`config.mk`:
```
export PLATFORM = sky130hd
export DESIGN_NAME = soc_io_bridge
export DESIGN_NICKNAME = d
export VERILOG_FILES = /design/src/rtl/soc_io_pkg.sv /design/src/rtl/soc_io_bridge_uart_tx.sv /design/src/rtl/soc_io_bridge.sv
export SDC_FILE = /design/constraint.sdc
export NUM_CORES = 1
export LEC_CHECK = 0
export ABC_AREA = 1
export CAP_MARGIN = 20
export CORE_MARGIN = 2
export CORE_UTILIZATION = 40
export CTS_BUF_LIST = sky130_fd_sc_hd__clkbuf_4 sky130_fd_sc_hd__clkbuf_8
export CTS_CLUSTER_SIZE = 30
export DETAILED_ROUTE_END_ITERATION = 10
export GPL_ROUTABILITY_DRIVEN = 1
export MAX_ROUTING_LAYER = met4
export PLACE_DENSITY = 0.81
export SYNTH_ARGS = -nofsm -noshare
export SYNTH_HDL_FRONTEND = slang
export SYNTH_SLANG_ARGS = --single-unit
```
`constraint.sdc`:
```
create_clock -name clk -period 3.5 [get_ports clk]
set_clock_uncertainty 0.15 [all_clocks]
set_input_delay 0.525 -clock clk [delete_from_list [all_inputs] [get_ports clk]]
set_output_delay 0.525 -clock clk [all_outputs]
set_load 0.05 [all_outputs]
```
`src/rtl/soc_io_pkg.sv`:
```
`default_nettype none
// ============================================================================
// Module  : soc_io_pkg
// Brief   : IO page offsets, UART status bit positions and TX FSM states.
// Revision: 1.0 - initial release
// ============================================================================
package soc_io_pkg;

    localparam int unsigned c_io_bit_default = 22;

    // Word offsets within the IO page (mem_addr[7:2])
    localparam logic [5:0] c_off_led         = 6'd1;
    localparam logic [5:0] c_off_uart_data   = 6'd2;
    localparam logic [5:0] c_off_uart_status = 6'd4;

    localparam int unsigned c_st_full      = 0;
    localparam int unsigned c_st_busy      = 1;
    localparam int unsigned c_st_ovf       = 2;
    localparam int unsigned c_st_count_lsb = 4;

    typedef enum logic [1:0] {
        TX_IDLE  = 2'd0,
        TX_START = 2'd1,
        TX_DATA  = 2'd2,
        TX_STOP  = 2'd3
    } tx_state_e;

endpackage
`default_nettype wire

```
`src/rtl/soc_io_bridge_uart_tx.sv`:
```
`default_nettype none
// ============================================================================
// Module  : uart_tx
// Brief   : 8N1 serial transmitter; pops a byte whenever idle and valid.
// Revision: 1.0 - initial release
// ============================================================================
module uart_tx
    import soc_io_pkg::*;
#(
    parameter int unsigned DIV = 2
) (
    input  logic       clk,
    input  logic       reset,
    input  logic [7:0] data_i,
    input  logic       valid_i,
    output logic       ready_o,
    output logic       busy_o,
    output logic       txd_o
);

    localparam int unsigned BW = (DIV > 2) ? $clog2(DIV) : 1;
    localparam logic [BW-1:0] c_bcnt_max = BW'(DIV - 1);

    tx_state_e     state_q, state_d;
    logic [BW-1:0] bcnt_q, bcnt_d;
    logic [2:0]    idx_q, idx_d;
    logic [7:0]    shreg_q, shreg_d;
    logic          txd_q, txd_d;

    always_ff @(posedge clk) begin
        if (reset) begin
            state_q <= TX_IDLE;
            bcnt_q  <= '0;
            idx_q   <= '0;
            shreg_q <= '0;
            txd_q   <= 1'b1;
        end else begin
            state_q <= state_d;
            bcnt_q  <= bcnt_d;
            idx_q   <= idx_d;
            shreg_q <= shreg_d;
            txd_q   <= txd_d;
        end
    end

    always_comb begin
        state_d = state_q;
        bcnt_d  = bcnt_q;
        idx_d   = idx_q;
        shreg_d = shreg_q;
        txd_d   = 1'b1;
        unique case (state_q)
            TX_IDLE: begin
                if (valid_i) begin
                    shreg_d = data_i;
                    bcnt_d  = '0;
                    state_d = TX_START;
                end
            end
            TX_START: begin
                txd_d = 1'b0;
                if (bcnt_q == c_bcnt_max) begin
                    bcnt_d  = '0;
                    idx_d   = '0;
                    state_d = TX_DATA;
                end else begin
                    bcnt_d = bcnt_q + 1'b1;
                end
            end
            TX_DATA: begin
                txd_d = shreg_q[idx_q];
                if (bcnt_q == c_bcnt_max) begin
                    bcnt_d = '0;
                    if (idx_q == 3'd7) begin
                        state_d = TX_STOP;
                    end else begin
                        idx_d = idx_q + 1'b1;
                    end
                end else begin
                    bcnt_d = bcnt_q + 1'b1;
                end
            end
            TX_STOP: begin
                if (bcnt_q == c_bcnt_max) begin
                    bcnt_d  = '0;
                    state_d = TX_IDLE;
                end else begin
                    bcnt_d = bcnt_q + 1'b1;
                end
            end
            default: state_d = TX_IDLE;
        endcase
    end

    // txd_q reflects the previous cycle's state, hence the one-clock lag.
    assign ready_o = (state_q == TX_IDLE);
    assign busy_o  = (state_q != TX_IDLE);
    assign txd_o   = txd_q;

endmodule
`default_nettype wire

```
`src/rtl/soc_io_bridge.sv`:
```
`default_nettype none
// ============================================================================
// Module  : soc_io_bridge
// Brief   : IO page decode, read-data mux, LED register and FIFO-fed UART TX.
// Revision: 1.0 - initial release
// ============================================================================
module soc_io_bridge
    import soc_io_pkg::*;
#(
    parameter int unsigned CLK_FREQ_HZ    = 27000000,
    parameter int unsigned BAUD           = 115200,
    parameter int unsigned NUM_LEDS       = 6,
    parameter bit          LED_ACTIVE_LOW = 1'b1,
    parameter int unsigned IO_BIT         = c_io_bit_default,
    parameter int unsigned TX_FIFO_DEPTH  = 4
) (
    input  logic                clk,
    input  logic                reset,
    input  logic [31:0]         mem_addr,
    input  logic [31:0]         mem_wdata,
    input  logic [3:0]          mem_wmask,
    input  logic                mem_rstrb,
    output logic [31:0]         mem_rdata,
    input  logic [31:0]         ram_rdata,
    output logic [3:0]          ram_wmask,
    output logic [NUM_LEDS-1:0] LEDS,
    output logic                TXD
);

    localparam int unsigned DIV = CLK_FREQ_HZ / BAUD;
    localparam int unsigned AW  = $clog2(TX_FIFO_DEPTH);
    localparam int unsigned CW  = AW + 1;
    localparam logic [CW-1:0] c_depth = CW'(TX_FIFO_DEPTH);

    logic          w_is_io, w_io_wr, w_push_req, w_push, w_drop, w_pop;
    logic          w_full, w_empty, w_tx_ready, w_tx_busy, w_rd_stat;
    logic [5:0]    w_off;
    logic [31:0]   w_status, w_io_rdata;
    logic          w_unused;

    logic [NUM_LEDS-1:0] led_q;
    logic [7:0]          fifo_q [TX_FIFO_DEPTH];
    logic [AW-1:0]       wr_ptr_q, rd_ptr_q;
    logic [CW-1:0]       count_q, count_d;
    logic                ovf_q, ovf_d, rd_stat_q;
    logic                sel_io_q;
    logic [31:0]         io_rdata_q;

    assign w_is_io    = mem_addr[IO_BIT];
    assign w_off      = mem_addr[7:2];
    assign ram_wmask  = w_is_io ? 4'b0000 : mem_wmask;
    assign w_io_wr    = w_is_io && mem_wmask[0];
    assign w_push_req = w_io_wr && (w_off == c_off_uart_data);
    assign w_full     = (count_q == c_depth);
    assign w_empty    = (count_q == '0);
    assign w_push     = w_push_req && !w_full;
    assign w_drop     = w_push_req && w_full;
    assign w_pop      = !w_empty && w_tx_ready;
    assign w_rd_stat  = mem_rstrb && w_is_io && (w_off == c_off_uart_status);
    assign count_d    = count_q + CW'(w_push) - CW'(w_pop);
    // A drop coinciding with the delayed clear wins, so no overflow goes unseen.
    assign ovf_d      = w_drop ? 1'b1 : (rd_stat_q ? 1'b0 : ovf_q);
    assign w_unused   = ^{mem_addr, mem_wdata, mem_wmask};

    always_comb begin
        w_status = '0;
        w_status[c_st_full] = w_full;
        w_status[c_st_busy] = !w_empty || w_tx_busy;
        w_status[c_st_ovf]  = ovf_q;
        w_status[c_st_count_lsb +: CW] = count_q;
    end

    always_comb begin
        w_io_rdata = '0;
        case (w_off)
            c_off_led:         w_io_rdata[NUM_LEDS-1:0] = led_q;
            c_off_uart_status: w_io_rdata = w_status;
            default:           w_io_rdata = '0;
        endcase
    end

    always_ff @(posedge clk) begin
        if (reset) begin
            led_q      <= '0;
            wr_ptr_q   <= '0;
            rd_ptr_q   <= '0;
            count_q    <= '0;
            ovf_q      <= 1'b0;
            rd_stat_q  <= 1'b0;
            sel_io_q   <= 1'b0;
            io_rdata_q <= '0;
        end else begin
            if (w_io_wr && (w_off == c_off_led)) begin
                led_q <= mem_wdata[NUM_LEDS-1:0];
            end
            if (w_push) begin
                wr_ptr_q <= wr_ptr_q + 1'b1;
            end
            if (w_pop) begin
                rd_ptr_q <= rd_ptr_q + 1'b1;
            end
            count_q   <= count_d;
            ovf_q     <= ovf_d;
            rd_stat_q <= w_rd_stat;
            if (mem_rstrb) begin
                sel_io_q   <= w_is_io;
                io_rdata_q <= w_io_rdata;
            end
        end
    end

    always_ff @(posedge clk) begin
        if (w_push) begin
            fifo_q[wr_ptr_q] <= mem_wdata[7:0];
        end
    end

    assign mem_rdata = sel_io_q ? io_rdata_q : ram_rdata;

    generate
        if (LED_ACTIVE_LOW) begin : g_led_active_low
            assign LEDS = ~led_q;
        end else begin : g_led_active_high
            assign LEDS = led_q;
        end
    endgenerate

    uart_tx #(
        .DIV (DIV)
    ) u_uart_tx (
        .clk     (clk),
        .reset   (reset),
        .data_i  (fifo_q[rd_ptr_q]),
        .valid_i (!w_empty),
        .ready_o (w_tx_ready),
        .busy_o  (w_tx_busy),
        .txd_o   (TXD)
    );

endmodule
`default_nettype wire

```
==> run_results.csv <==
group,metric,value,unit
global_routing,grt_antenna_before_repair,0,
worst_setup_path,cp_data_required_time,2.82,ns
timing,final_hold_viol_count,0,
clocking,clock_latency,0.35,ns
worst_setup_path,critPathMaxFanout,23,
power,power.share.clock,27.7,%
clocking,cts_inserted_buffers,9,
yosys,yosysMostFrequentCell,"nor2_1",
worst_setup_path,worst-path-buf-inv,1,
yosys,synth.ff_latch_count,77,
worst_setup_path,cell_at_the_slowest_stage_of_the_critical_path,"dfxtp_1",
min_path,hold_path_startpoint,"ovf_q$_SDFFE_PP0P_",
finish,nets,703,
yosys,synth_top_cells_by_count,"nor2_1 (100), inv_1 (89), nand2_1 (53)",
status,run_status,"finished, final reports clean",
power,power.internal,1.752,mW
clocking,cts_resized,0,
yosys,synth-warning-count,0,
yosys,synth_edf_count,32,
floorplanning,die_h,103.4,um
timing,fin_crit_period,2.975,ns
run,maxCapViolCount,0,
finish,drive_above_1_share,8.489,%
yosys,netlist_top_cells_area,"edfxtp_1 (24%), dfxtp_1 (23%), nor2_1 (9.5%)",
worst_setup_path,crit_arrival,2.30,ns
floorplanning,placeableCoreArea,9684,um^2
floorplanning,rows,36,
detailed_routing,dr.pass1.iters,5,
finish,seq_area,1862,um^2
clocking,clk_transition_reported_paths,0.08,ns
placement,place_hpwl,6489,um
power,power_leakage,2.177,nW
timing,fmaxAchievable,0.3362,GHz
timing,layout_worst_path_cycle_share,84.99,%
yosys,ffs_w_async_s_r_synth,0,%
floorplanning,initial_utilization,40.83,%
detailed_routing,drt_iter0_markers,183,
yosys,avgSynthCellArea,8.020,um^2
timing,timing.hold.ws,0.3244,ns
floorplanning,die_area,10700,um^2
timing,worst-slew-pin-transition,0.7929,ns
power,power.density_cell_area,516.4,nW/um^2
yosys,synth_sequential_area_ratio,47.09,%
timing,report.final.slew_viol_count,0,
floorplanning,ios,146,
finish,multi_input_comb_area,1617,um^2
detailed_routing,routed_wirelength,9027,um
timing,maxSlewHeadroom,46.94,%
worst_setup_path,worst_path_largest_cell_delay,0.81,ns
clocking,clock_tree.htree_level_count,3,
worst_setup_path,setup.worst_path.start_class,"flop",
detailed_routing,drt-vias-per-instance,4.770,
power,irDropWorstVdd,230.5,uV
yosys,synthesis.area,3954,um^2
clocking,hold_buffers,0,
detailed_routing,post_detailed_route_count_of_antenna_violating_nets,0,
yosys,yosysTopAreaCell,"edfxtp_1",
placement,port_buffers,96,
finish,syn2layout_area_growth,31.77,%
worst_setup_path,cpLargestDelayFamily,"flip-flops",
finish,antenna_cells_inserted,0,
clocking,tritoncts_clock_tree,"done",
timing,report.final.setup_viol,0,
yosys,dominantRegCellSynth,"dfxtp_1",
clocking,clock_tree.root_cell,"clkbuf_8",
power,power_switching_share,34.87,%
detailed_routing,wire_per_inst,12.50,um
worst_setup_path,crit_chain,"mux2_2 > clkdlybuf4s50_1",
global_routing,largest_net_degree_at_the_start_of_global_routing,25,
global_routing,grt_pass1_vias,3124,
clocking,clock_sink_count,77,
worst_setup_path,worstSetupStartpoint,"sel_io_q$_SDFFE_PP0P_",
yosys,synth_top_area_share,24.30,%
yosys,syn_inst,493,
placement,final_estimated_routing_congestion_in_global_placement,0.7925,
clocking,post_cts.repair.setup_buffers,0,
yosys,syn-num-nets,612,
floorplanning,die-width,103.4,um
yosys,synthDistinctLibCells,35,
clocking,cts.path.max_buffers,2,
min_path,holdCritPathClass,"reg -> reg",
power,share_comb_of_total_power,31.5,%
timing,totalNegativeSetupSlack,0,ns
power,seq_power_share,40.8,%
global_routing,grt_first_pass_wirelength,14210,um
worst_setup_path,regToRegStartpoint,"u_uart_tx.state_q[0]$_SDFFE_PP0P_",
worst_setup_path,worstSetupEndpointType,"output port",
worst_setup_path,worst-setup-path-type,"reg -> out",
detailed_routing,route.vias.total,3444,
finish,num-fill-cells,850,
timing,rsz0062_at_grt,"false",
global_routing,global_route.usage.total,17.50,%
finish,final_cell_count_no_fill,722,
power,total_switching_power,0.9382,mW
detailed_routing,number_of_drc_violations_after_detailed_routing,0,
global_routing,grt-ovfl-total,0,
placement,numPlacedInstances,706,
-- metrics by stage --
| step | setup slack [ns] | power [mW] | utilization [%] | instance area, um^2 |
|---|---|---|---|---|
| floorplan | 1.279 | 1.732 | - | 3954 |
| global placement | 0.8262 | 1.923 | 51.54 | 4991 |
| detailed placement | 0.7826 | 1.956 | 51.54 | 4991 |
| CTS | 0.5227 | 2.696 | 53.80 | 5210 |
| global route | 0.3946 | 2.846 | 53.80 | 5210 |
| finish | 0.5253 | 2.691 | 53.80 | 5210 |
-- cells by family (layout without fill, tap and decap cells) --
group / Yosys count / after routing / synth area share (%)
AO/OA/AOI/OAI: 67 / 67 / 8.829
XOR/XNOR: 3 / 3 / 0.6647
adder cells (fa/ha/maj): 16 / 16 / 5.253
buffers and inverters: 113 / 209 / 12.03
flip-flops: 77 / 77 / 47.09
multiplexers: 3 / 3 / 0.8544
AND/OR/NAND/NOR: 214 / 214 / 25.28
-- worst register-to-register path, delay by kind of cell, from the launching register on --
family | cells | cell delay, ns
adder cells (fa/ha/maj) | 4 | 0.99
AO/OA/AOI/OAI | 3 | 0.35
flip-flops | 1 | 0.34
buffers and inverters | 5 | 0.53
-- final cells by class --
cell class              count  area share [%]
flip-flops and latches     77           35.73
inverters                  93           6.820
clock inverters             4           1.393
multi-input cells         303           31.03
clock buffers              12           2.810
well taps                 133           3.194
repair buffers            100           19.02
-- cells in the final DEF (no fill, tap or decap), types with 2 or more instances in the layout --
master | synthesis | layout
nor2_1 | 100 | 100
clkdlybuf4s50_1 | 0 | 96
inv_1 | 89 | 89
nand2_1 | 53 | 53
dfxtp_1 | 45 | 45
edfxtp_1 | 32 | 32
o21ai_0 | 29 | 29
a21oi_1 | 27 | 27
nand3_1 | 21 | 21
ha_1 | 15 | 15
nand4_1 | 12 | 12
clkbuf_8 | 0 | 9
a31oi_1 | 8 | 8
nand2_2 | 6 | 6
nand3_2 | 5 | 5
nor3_2 | 4 | 4
buf_4 | 5 | 4
nor2_4 | 3 | 3
mux2_2 | 3 | 3
xor2_1 | 3 | 3
nor3_1 | 3 | 3
clkbuf_4 | 0 | 3
nor2_2 | 2 | 2
clkinv_2 | 1 | 2
or2_1 | 2 | 2
o21ai_1 | 2 | 2
bufinv_16 | 0 | 2
-- worst paths after layout --
check	end	slack [ns]	depth (start not counted)
worst min-delay path	ovf_q$_SDFFE_PP0P_	0.32	2
worst max register to register	count_q[2]$_SDFF_PP0_	1.05	12
worst max-delay path	mem_rdata[6]	0.53	2
worst min register to register	ovf_q$_SDFFE_PP0P_	0.32	2
-- registers in the layout (all words and copies together), names as in the netlist, 2 cells and up --
| signal | flops |
|---|---|
| led_q | 6 |
| u_uart_tx.bcnt_q | 8 |
| wr_ptr_q | 2 |
| u_uart_tx.shreg_q | 8 |
| rd_ptr_q | 2 |
| count_q | 3 |
| u_uart_tx.state_q | 2 |
| u_uart_tx.idx_q | 3 |
| fifo_q | 32 |
| io_rdata_q | 7 |
-- power by group through the flow --
stage / clock, mW / sequential, mW / combinational [mW]
after floorplan: 0 / 1.08 / 0.651
final: 0.745 / 1.10 / 0.847
after CTS: 0.747 / 1.10 / 0.851
after detailed placement: 0 / 1.12 / 0.838
after global routing: 0.788 / 1.11 / 0.946
after global placement: 0 / 1.11 / 0.809
-- per-layer routing --
| metal | routed length, um | vias to the layer above | part of all wire, % | GRT usage (%) |
|---|---|---|---|---|
| li1 | - | 1743 | - | - |
| met1 | 3910 | 1589 | 43 | 22.08 |
| met2 | 4498 | 91 | 50 | 26.95 |
| met3 | 362 | 21 | 4.0 | 2.554 |
| met4 | 257 | 0 | 2.8 | 9.919 |
| met5 | 0 | - | 0 | - |
No activity file was read; power rests on OpenSTA's default activity.
